### config.mk
export PLATFORM = sky130hd
export DESIGN_NAME = mem_stage_access_unit
export DESIGN_NICKNAME = d
export VERILOG_FILES = /design/src/rtl/mem_stage_access_unit.sv
export SDC_FILE = /design/constraint.sdc
export NUM_CORES = 1
export LEC_CHECK = 0
export ABC_AREA = 1
export BUFFER_PORTS_ARGS = -buffer_cell sky130_fd_sc_hd__buf_4
export CAP_MARGIN = 5
export CORE_AREA = 2 2 121 123
export CTS_CLUSTER_DIAMETER = 200
export DETAILED_ROUTE_END_ITERATION = 7
export DIE_AREA = 0 0 123 125
export HOLD_SLACK_MARGIN = 0.06
export PLACE_DENSITY = 0.83
export SLEW_MARGIN = 20
export SYNTH_ARGS = -nofsm -noshare
export SYNTH_HDL_FRONTEND = slang
export SYNTH_SLANG_ARGS = --single-unit
### constraint.sdc
create_clock -name Clk -period 3 [get_ports Clk]
set_clock_uncertainty 0.05 [all_clocks]
set_input_delay 0.3 -clock Clk [delete_from_list [all_inputs] [get_ports Clk]]
set_output_delay 0.3 -clock Clk [all_outputs]
set_load 0.01 [all_outputs]
### src/rtl/mem_stage_access_unit.sv
// -----------------------------------------------------------------------------
// mem_stage_access_unit
//
// MEM-stage data memory access unit for a 5-stage pipeline. It issues one
// word-aligned load or store at a time on a simple request/ack memory port.
// While the access is outstanding it stalls the upstream pipeline and feeds
// bubbles into MEM/WB. It also resolves branches combinationally and
// registers the MEM/WB pipeline state.
//
// Optional feature (compile-time macro):
//   MEM_ACK_TIMEOUT_EN : abort an access after TIMEOUT_CYCLES BUSY cycles
//                        without Dmem_Ack. Timeout_Error pulses and the
//                        instruction retires as a bubble. Without the macro,
//                        BUSY waits indefinitely and Timeout_Error is tied 0.
//
// Parameters:
//   TIMEOUT_CYCLES : BUSY cycles without ack before abort (timeout build only)
//
// Ports:
//   Clk, Reset_n          clock; synchronous active-low reset
//   *_MEM                 EX/MEM control, flags, address/ALU result, store
//                         data and destination register
//   Dmem_Rdata, Dmem_Ack  memory read data and completion
//   Dmem_Req/We/Addr/Wdata registered memory request, stable while BUSY
//   Stall_MEM             combinational hold for EX/MEM and earlier stages
//   PCSrc, Branch_Target  combinational branch resolution
//   *_WB                  MEM/WB pipeline register outputs
//   Align_Error           one-cycle pulse on a misaligned memory op
//   Timeout_Error         one-cycle pulse on an ack timeout
// -----------------------------------------------------------------------------
module mem_stage_access_unit #(
    parameter int TIMEOUT_CYCLES = 255
) (
    input  logic        Clk,
    input  logic        Reset_n,
    input  logic        RegWrite_MEM,
    input  logic        MemtoReg_MEM,
    input  logic        Branch_MEM,
    input  logic        MemRead_MEM,
    input  logic        MemWrite_MEM,
    input  logic        Zero_MEM,
    input  logic [31:0] Branch_Dest_MEM,
    input  logic [31:0] ALU_Result_MEM,
    input  logic [31:0] Write_Data_MEM,
    input  logic [4:0]  Write_Register_MEM,
    input  logic [31:0] Dmem_Rdata,
    input  logic        Dmem_Ack,
    output logic        Dmem_Req,
    output logic        Dmem_We,
    output logic [31:0] Dmem_Addr,
    output logic [31:0] Dmem_Wdata,
    output logic        Stall_MEM,
    output logic        PCSrc,
    output logic [31:0] Branch_Target,
    output logic        RegWrite_WB,
    output logic        MemtoReg_WB,
    output logic [31:0] Read_Data_WB,
    output logic [31:0] ALU_Result_WB,
    output logic [4:0]  Write_Register_WB,
    output logic        Align_Error,
    output logic        Timeout_Error
);

    localparam logic [0:0] IDLE = 1'b0;
    localparam logic [0:0] BUSY = 1'b1;

    if (TIMEOUT_CYCLES < 1) begin : g_param_check
        $error("TIMEOUT_CYCLES must be at least 1");
    end

    logic [0:0] state;
    logic       mem_op, aligned, in_idle, in_busy;
    logic       issue, misalign, done, tmo_hit;

    assign mem_op   = MemRead_MEM | MemWrite_MEM;
    assign aligned  = (ALU_Result_MEM[1:0] == 2'b00);
    assign in_idle  = (state == IDLE);
    assign in_busy  = (state == BUSY);
    assign issue    = in_idle & mem_op & aligned;
    assign misalign = in_idle & mem_op & ~aligned;
    assign done     = in_busy & Dmem_Ack;

    // The stall is released on the ack cycle itself, so the completing
    // instruction retires at the same edge that drops the request. The next
    // op can then start from IDLE in the following cycle.
    assign Stall_MEM     = issue | (in_busy & ~Dmem_Ack & ~tmo_hit);
    assign PCSrc         = Branch_MEM & Zero_MEM;
    assign Branch_Target = Branch_Dest_MEM;

`ifdef MEM_ACK_TIMEOUT_EN
    localparam int CNT_W = (TIMEOUT_CYCLES > 1) ? $clog2(TIMEOUT_CYCLES) : 1;

    logic [CNT_W-1:0] tmo_cnt;

    // tmo_cnt holds the number of ack-less BUSY cycles already elapsed. The
    // abort therefore fires in the TIMEOUT_CYCLES-th ack-less BUSY cycle.
    assign tmo_hit = in_busy & ~Dmem_Ack &
                     (tmo_cnt == CNT_W'(TIMEOUT_CYCLES - 1));

    always_ff @(posedge Clk) begin
        if (!Reset_n) begin
            tmo_cnt       <= '0;
            Timeout_Error <= 1'b0;
        end else begin
            Timeout_Error <= tmo_hit;
            if (issue)
                tmo_cnt <= '0;
            else if (in_busy & ~Dmem_Ack & ~tmo_hit)
                tmo_cnt <= tmo_cnt + 1'b1;
        end
    end
`else
    assign tmo_hit       = 1'b0;
    assign Timeout_Error = 1'b0;
`endif

    // Request FSM: the request fields are captured on issue and left
    // untouched while BUSY. This keeps them stable until the ack edge.
    always_ff @(posedge Clk) begin
        if (!Reset_n) begin
            state       <= IDLE;
            Dmem_Req    <= 1'b0;
            Dmem_We     <= 1'b0;
            Dmem_Addr   <= '0;
            Dmem_Wdata  <= '0;
            Align_Error <= 1'b0;
        end else begin
            Align_Error <= misalign;
            if (in_idle) begin
                if (issue) begin
                    state      <= BUSY;
                    Dmem_Req   <= 1'b1;
                    Dmem_We    <= MemWrite_MEM;
                    Dmem_Addr  <= ALU_Result_MEM;
                    Dmem_Wdata <= Write_Data_MEM;
                end
            end else if (done | tmo_hit) begin
                state    <= IDLE;
                Dmem_Req <= 1'b0;
                Dmem_We  <= 1'b0;
            end
        end
    end

    // MEM/WB register. A stalled or timed-out instruction leaves a bubble.
    // A misaligned op retires with its register write suppressed.
    always_ff @(posedge Clk) begin
        if (!Reset_n) begin
            RegWrite_WB       <= 1'b0;
            MemtoReg_WB       <= 1'b0;
            Read_Data_WB      <= '0;
            ALU_Result_WB     <= '0;
            Write_Register_WB <= '0;
        end else if (Stall_MEM | tmo_hit) begin
            RegWrite_WB <= 1'b0;
            MemtoReg_WB <= 1'b0;
        end else begin
            RegWrite_WB       <= RegWrite_MEM & ~misalign;
            MemtoReg_WB       <= MemtoReg_MEM;
            ALU_Result_WB     <= ALU_Result_MEM;
            Write_Register_WB <= Write_Register_MEM;
            // The registered Dmem_We still describes the completing access.
            if (done & ~Dmem_We)
                Read_Data_WB <= Dmem_Rdata;
        end
    end

endmodule

After elaboration in Yosys (flattened, before gate mapping) --
Index checks and enable logic that the tools add are counted. Widths: inputs -> output; s select.
Cells by class: eq/ne operators 1, multiplexer cells 8, bitwise operators 17, reduce and logical (&&, ||, !) cells 6
Operators with widths (count):
- $and 1x1->1 | 8
- $mux 1 | 8
- $not 1->1 | 7
- $reduce_and 2->1 | 3
- $logic_not 2->1 | 1
- $ne 2x1->1 const B | 1
- $or 1x1->1 | 2
- $reduce_bool 2->1 | 1
- $reduce_or 2->1 | 1
Word-level totals: flip-flop bits (word level) 139, output and inout bits 173, logic and storage cells 43

Longest topological paths before layout --
Gate-level depths: netlist of the first run.
word-level depth 6, gate-level depth with buffers 8

Worst setup path before layout of the first run --
OpenSTA, ideal clock, no wires.
path kind register to register, start register state, in the netlist in_busy, end register ALU_Result_WB[10], setup time 0.114 ns, data arrival time 0.983 ns, path slack 1.854 ns, stages on the path, launching flop included 8, buffers on the path 2, clock period less this slack 1.146 ns, cells stage by stage dfxtp_1 -> nand2_2 -> nand2_1 -> nand2_1 -> buf_4 -> buf_6 -> nand3_1 -> nand2_1
On the way: cells in the longest elaborated chain, start to end 4, elaborated cells between the ends (all ways) 5, those cells by class bitwise (5)
RTL lines:
- start, declared | RTL line 71 | logic [0:0] state;
- start signal, assigned | RTL line 121 | state <= IDLE;
- start signal, assigned | RTL line 131 | state <= BUSY;
- start signal, assigned | RTL line 138 | state <= IDLE;
- $not 1->1 (no line)
- $and 1x1->1 (2 in series) | RTL line 79 | assign issue = in_idle & mem_op & aligned;
- $or 1x1->1 (*) | RTL line 86 | assign Stall_MEM = issue | (in_busy & ~Dmem_Ack & ~tmo_hit);
- end signal, assigned | RTL line 160 | ALU_Result_WB <= ALU_Result_MEM;
- end, declared | RTL line 58 | output logic [31:0] ALU_Result_WB,
Every way passes the cells marked *; elsewhere a longest branch is shown, timed or not. A chain may end at the register's enable or synchronous reset.

Worst setup path in the final report of the first run --
start register state, in the netlist in_busy, end output Stall_MEM
On the way: cells in the longest elaborated chain, start to end 4, elaborated cells between the ends (all ways) 5, those cells by class bitwise (5)
RTL lines:
- $not 1->1 (no line)
- $and 1x1->1 (2 in series) | RTL line 79
- $or 1x1->1 (*) | RTL line 86
- end, declared | RTL line 52 | output logic Stall_MEM,
Marked as above.

==> out/results.ini, run 1 <==
[status]
status=completed

[power_and_ir_drop]
power_density_nw_per_um2=594.6
ir_drop_mv=0.3674
leakage_nw=4.537
design_power_total_mw=5.099

[yosys]
synth_cell_type_count=19
ys_warn_count=0
synthesis.area_um2=5583
sequential_cell_area_fraction_in_the_yosys_report_pct=49.84
synthesis.area_per_instance_um2=7.222
netlist.top_cell.by_area=sky130_fd_sc_hd__dfxtp_1
synth.top_cell.area_share_pct=49.84
synth_seq_cells=139
synthCells=773
mappedNetlistNets=915
yosys-top-cells-area=sky130_fd_sc_hd__dfxtp_1 (50%), sky130_fd_sc_hd__nor2_1 (13%), sky130_fd_sc_hd__nand2_1 (11%)

[worst_setup_path]
worst-r2r-cell-count=5
regToRegStartpoint=in_busy
cp_data_required_time_ps=2650
setup.worst_path.class=register to primary output
cp_max_fo=10
worst_ep_arrival_time_ps=1670
timing.rr.end=Read_Data_WB[12]
critPathCaptureType=primary output
timing.critical_path.to=Stall_MEM
setup.worst_path.start_class=register
reg2reg_setup_slack_ps=1240
crit_path_start=in_busy

[grt]
grt_first_pass_wirelength_mm=25.88
number_of_global_route_vias_before_repair=5362
number_of_antenna_violations_at_the_first_check_in_global_routing=0
global_route.overflow_total=0
grt_use_total_pct=21.38
grt_max_degree=168

[cells_and_area]
area.sequential_um2=2783
layout.cell_area.non_filler_um2=8576
final-instance-count-excl-fill=1230
final_layout_size_suffix_gt1_share_pct=28.30
number_of_nets_in_the_layout=1175
fin_util_pct=60.38
antenna_cells=0
multi_input_area_um2=2024
layout-area-overhead-vs-synth_pct=53.61
final.fill_count=1196

[detailed_routing]
route.detailed.drc=0
ant_nets=0
drt-total-wl_mm=16.88
drt_iter0_markers=365
dr_total_vias=5726
firstDrtPassIters=5
routed_via_density=4.655
routedWlPerCell_um=13.73

[die]
die_w_um=123
floorplan.initialDensity_pct=39.31
core_um2=14200
top_level_ports=315
die_y_um=125
die_area_um2=15380
floorplan.rows=44

[clock_network]
cts_tree=built
cts.reportedPaths.clkPinSlew_ps=60
total_clock_sinks=139
count_of_buffers_added_by_post_cts_timing_repair_for_setup=0
cts_buffers=17
cts.path.max_buffers=2
htree_num_levels=4
cts.repair.resized=0
clk-insertion-delay-late_ps=410
cts_root_buf=sky130_fd_sc_hd__clkbuf_16

[min_path]
hold_path.class=primary input to register
timing.hold.worst_path_depth=3

[sta]
max_freq_mhz=495.0
max_slew_margin_pct=31.33
fin_setup_tns_ps=0
min_period_over_period_pct=67.34
timing_max_transition_violations_final=0
setup_ws_ps=979.8
fin_crit_ps=2020
setup_violations_final=0
max_slew.worst_pin.slew_ps=1029
rsz0062_at_grt=false
hold_ws_ps=79.13
timing_hold_violations_final=0

[place]
port_buffers=249
dp.final_hpwl_mm=10.41
finalWeightedCongestion=0.7719
placed_area_um2=7273
number_of_placed_cells_counting_well_taps=1132
dpl_worst_slack_ps=1297

[job]
maxCapViolations=0

[synthesized netlist by cell type]
master and n:
sky130_fd_sc_hd__nand2_2 1, sky130_fd_sc_hd__a21oi_1 3, sky130_fd_sc_hd__inv_1 71, sky130_fd_sc_hd__o21ai_0 27, sky130_fd_sc_hd__clkbuf_1 15, sky130_fd_sc_hd__nor2_1 191
sky130_fd_sc_hd__dfxtp_1 139, sky130_fd_sc_hd__buf_4 39, sky130_fd_sc_hd__buf_2 22, sky130_fd_sc_hd__buf_6 3, sky130_fd_sc_hd__nand2_1 169, sky130_fd_sc_hd__buf_1 5
sky130_fd_sc_hd__nor2_4 2, sky130_fd_sc_hd__o21ai_1 5, sky130_fd_sc_hd__nand3_4 1, sky130_fd_sc_hd__nand3_1 40, sky130_fd_sc_hd__nand3b_1 1, sky130_fd_sc_hd__nand4_1 38
sky130_fd_sc_hd__conb_1 1
[worst min path at each step]
stage	start	end	slack, ps
global route	ALU_Result_MEM[22]	Dmem_Addr[22]	70
CTS	ALU_Result_MEM[24]	Dmem_Addr[24]	60
finish	Write_Data_MEM[22]	Dmem_Wdata[22]	80
floorplan	MemtoReg_MEM	MemtoReg_WB	360
detailed placement	Dmem_Addr[1]	Dmem_Addr[1]	400
global placement	Dmem_Addr[1]	Dmem_Addr[1]	390
[timing repair]
item	CTS	global route
hold buffers	65	1
hold endpoints to repair	65	1
endpoints found under the setup margin	0	0
[cell usage in the layout, fill, tap and decap left out, drive strengths merged]
cell type    synthesis  layout
inv                 71      73
a21oi                3       3
nand3               41      41
clkinvlp             0       5
o21ai               32      32
clkinv               0       2
clkbuf              15      19
nand3b               1       1
nand2              170     170
nor2               193     193
dlygate4sd3          0      66
buf                 69     259
conb                 1       1
bufinv               0       4
nand4               38      38
dfxtp              139     139
[metal layers]
layer | vias to the layer above | wire length [µm] | track usage (%)
met5 | - | 0 | 0
met4 | 0 | 425 | 8.623
met3 | 36 | 1567 | 9.078
met2 | 258 | 8278 | 36.20
met1 | 2566 | 6612 | 23.35
li1 | 2866 | - | -
[worst max-delay path, stage by stage, from the launching register on]
cell	delay, ps
sky130_fd_sc_hd__dfxtp_1	400
sky130_fd_sc_hd__inv_1	120
sky130_fd_sc_hd__nand3_4	110
sky130_fd_sc_hd__nand2_1	340
sky130_fd_sc_hd__buf_4	290
[cells by family after synthesis]
kind of cell / share of synthesized area [%]
and+or+nand+nor: 33.01
buffers and inverters: 13.94
DFF: 49.84
AOI/OAI and AO/OA: 3.137
other: 0.06717
[state kept, by name, summed over array words and instances, names as in the netlist]
name	count
in_busy	1
Write_Register_WB	5
RegWrite_WB	1
Dmem_Wdata	32
Read_Data_WB	32
Dmem_We	1
Dmem_Addr	32
MemtoReg_WB	1
Dmem_Req	1
Align_Error	1
ALU_Result_WB	32
[report_power, final]
part           internal, mW  switching, mW  total [mW]
clock network          1.44          0.829        2.27
logic                 0.397          0.389       0.787
registers              1.97         0.0690        2.04
[layout make-up]
type	instances	share of cell area (%)
clock inverters	13	2.203
flip-flops and latches	139	32.45
clock buffers	19	5.282
well taps	184	2.685
inverters	71	3.108
repair buffers	325	30.67
multi-input cells	479	23.61
Note: power is estimated with default switching activity, not from simulation.
==> run 2: changes to the inputs <==
CORE_AREA = 2 2 123 125   (was 2 2 121 123)
DIE_AREA = 0 0 125 127   (was 0 0 123 125)
PLACE_DENSITY = 0.81   (was 0.83)
clock period = 2.05 ns   (was 3 ns; I/O delays follow)
==> run 2 against run 1 <==
- via count rose by 2.9%
- first-iteration DRC count rose by 0.82%
- core utilization rose by 1.9 points
- global-route usage rose by 1.1 points
- worst setup slack got worse by 790 ps
- sequential power rose by 47%
- routed wire length rose by 5.5%
- critical endpoint unchanged
- largest power group unchanged
- highest routed layer unchanged
==> out/results.ini, run 2 (synthesis results as in run 1) <==
[die]
top_level_ports=315  ; unchanged
die_y_um=127  ; +1.6%
die_w_um=125  ; +1.6%
die_area_um2=15880  ; +3.3%
floorplan.rows=44  ; unchanged
core_um2=14420  ; +1.6%
floorplan.initialDensity_pct=38.71  ; -0.60 points

[worst_setup_path]
setup.worst_path.start_class=register
regToRegStartpoint=in_busy
setup.worst_path.class=register to primary output
crit_cells=5  ; +1
cp_top_family=buffers and inverters
reg2reg_setup_slack_ps=420  ; -820 ps
cp_data_required_time_ps=1790  ; -860 ps
cp_cell_sequence=inv_1 -> nand3_4 -> nand2_1 -> buf_12 -> buf_4
critPathCaptureType=primary output
critical_path.slowest_cell=sky130_fd_sc_hd__dfxtp_1
crit_path_start=in_busy
worst-r2r-cell-count=5  ; unchanged
cp_slowest_stage_delay_ps=320  ; -80 ps
cp_max_fo=38  ; +28
worst_ep_arrival_time_ps=1610  ; -60 ps
crit_buf_inv=3  ; +1

[cells_and_area]
layout.cells.most_common=sky130_fd_sc_hd__buf_4
fin_util_pct=62.33  ; +1.9 points
number_of_nets_in_the_layout=1214  ; +3.3%
final.fill_count=1170  ; -2.2%
commonest_cells_after_routing_fill_and_taps_aside=sky130_fd_sc_hd__buf_4 (254), sky130_fd_sc_hd__nor2_1 (191), sky130_fd_sc_hd__nand2_1 (169), sky130_fd_sc_hd__dfxtp_1 (139), sky130_fd_sc_hd__dlygate4sd3_1 (104)
final_layout_size_suffix_gt1_share_pct=27.28  ; -1.0 points
layout-area-overhead-vs-synth_pct=61.03

[grt]
grt_max_degree=81  ; -52%
grt_first_pass_wirelength_mm=28.88  ; +12%
grt_use_total_pct=22.45  ; +1.1 points
number_of_global_route_vias_before_repair=5838  ; +8.9%
number_of_antenna_violations_at_the_first_check_in_global_routing=0  ; unchanged
global_route.overflow_total=0  ; unchanged

[clock_network]
cts_root_buf=sky130_fd_sc_hd__clkbuf_16
cts.repair.resized=0  ; unchanged
cts.reportedPaths.clkPinSlew_ps=60  ; about the same
clk-insertion-delay-late_ps=400  ; about the same
htree_num_levels=4  ; unchanged
cts.path.max_buffers=2  ; unchanged
cts_tree=built
total_clock_sinks=139  ; unchanged
post_cts_hold_buffer_count=104  ; +60%
count_of_buffers_added_by_post_cts_timing_repair_for_setup=0  ; unchanged
cts_buffers=17  ; unchanged

[detailed_routing]
dr_total_vias=5892  ; +2.9%
drt_iter0_markers=368  ; +0.82%
ant_nets=0  ; unchanged
routedWlPerCell_um=14.03  ; +2.2%
drt-total-wl_mm=17.82  ; +5.5%
firstDrtPassIters=4  ; -1
routed_via_density=4.639  ; -0.34%
route.detailed.drc=0  ; unchanged

[sta]
timing_hold_violations_final=0  ; unchanged
timing_max_transition_violations_final=0  ; unchanged
max_freq_mhz=536.2
hold_ws_ps=93.23  ; +14.10 ps
max_slew.worst_pin.slew_ps=1017  ; -12.00 ps
setup_violations_final=0  ; unchanged
setup_ws_ps=184.9  ; -795.0 ps
rsz0062_at_grt=false
fin_crit_ps=1865
fin_setup_tns_ps=0  ; unchanged
min_period_over_period_pct=90.98
max_slew_margin_pct=32.14  ; +0.80 points

[min_path]
timing.hold.worst_path_depth=4  ; +1
hold_path.startpoint=MemRead_MEM
hold_path.class=primary input to register

[place]
dpl_worst_slack_ps=460.8  ; -835.9 ps
finalWeightedCongestion=0.8038  ; +4.1%
dp.final_hpwl_mm=10.53  ; +1.1%
port_buffers=249  ; unchanged

[power_and_ir_drop]
netSwitchingPower_mw=1.915  ; +49%
clockPowerShare_pct=43.2  ; -1.3 points
p_sw_share_pct=25.77  ; +0.52 points
power_density_nw_per_um2=826.6  ; +39%
power.share.sequential_pct=40.3  ; +0.2 points
cellInternalPower_mw=5.516  ; +45%
leakage_nw=4.711  ; +3.8%
pwr-share-comb_pct=16.5  ; +1.1 points
design_power_total_mw=7.431  ; +46%
ir_drop_mv=0.4761  ; +30%

[status]
status=completed

[job]
maxCapViolations=0  ; unchanged

## run 2: power by group through the flow
stage | clock (mW) | sequential (mW) | combinational (mW)
global placement | 0 | 3.04 | 1.04
finish | 3.21 | 2.99 | 1.23
CTS | 3.26 | 2.99 | 1.22
floorplan | 0 | 3.12 | 0.470
detailed placement | 0 | 3.04 | 1.05
global route | 3.40 | 3.01 | 1.35
## run 2: final timing paths
kind,end
max reg2reg,Read_Data_WB[6]
min,Dmem_We
max,Stall_MEM
min reg2reg,ALU_Result_WB[26]
## run 2: area by class of cell
type	instances	area (µm²)	share of cell area [%]
clock buffer	19	452.9	5.038
tap	184	230.2	2.561
inverter	71	266.5	2.965
timing repair buffer	364	3068	34.13
sequential	139	2783	30.95
multi-input combinational	479	2022	22.49
clock inverter	13	165.2	1.837
antenna	1	2.502	0.02784
## run 2: worst min-delay path, delay by kind of cell
kind                   cells  cell delay [ps]
and+or+nand+nor            2              180
buffers and inverters      1               80
AOI/OAI and AO/OA          1               30
## run 2: metal layers
layer	vias to the layer above	GRT usage (%)	wire, µm
met1	2679	25.18	7006
met4	0	8.693	394
met2	242	39.90	9042
met3	31	7.119	1373
met5	-	0	0
li1	2940	-	-
## run 2: through the flow
stage,instance area (µm²),cells
finish,8990,1270
global route,8987,1269
CTS,8987,1269
detailed placement,7328,1133
global placement,7328,1133
floorplan,5583,773
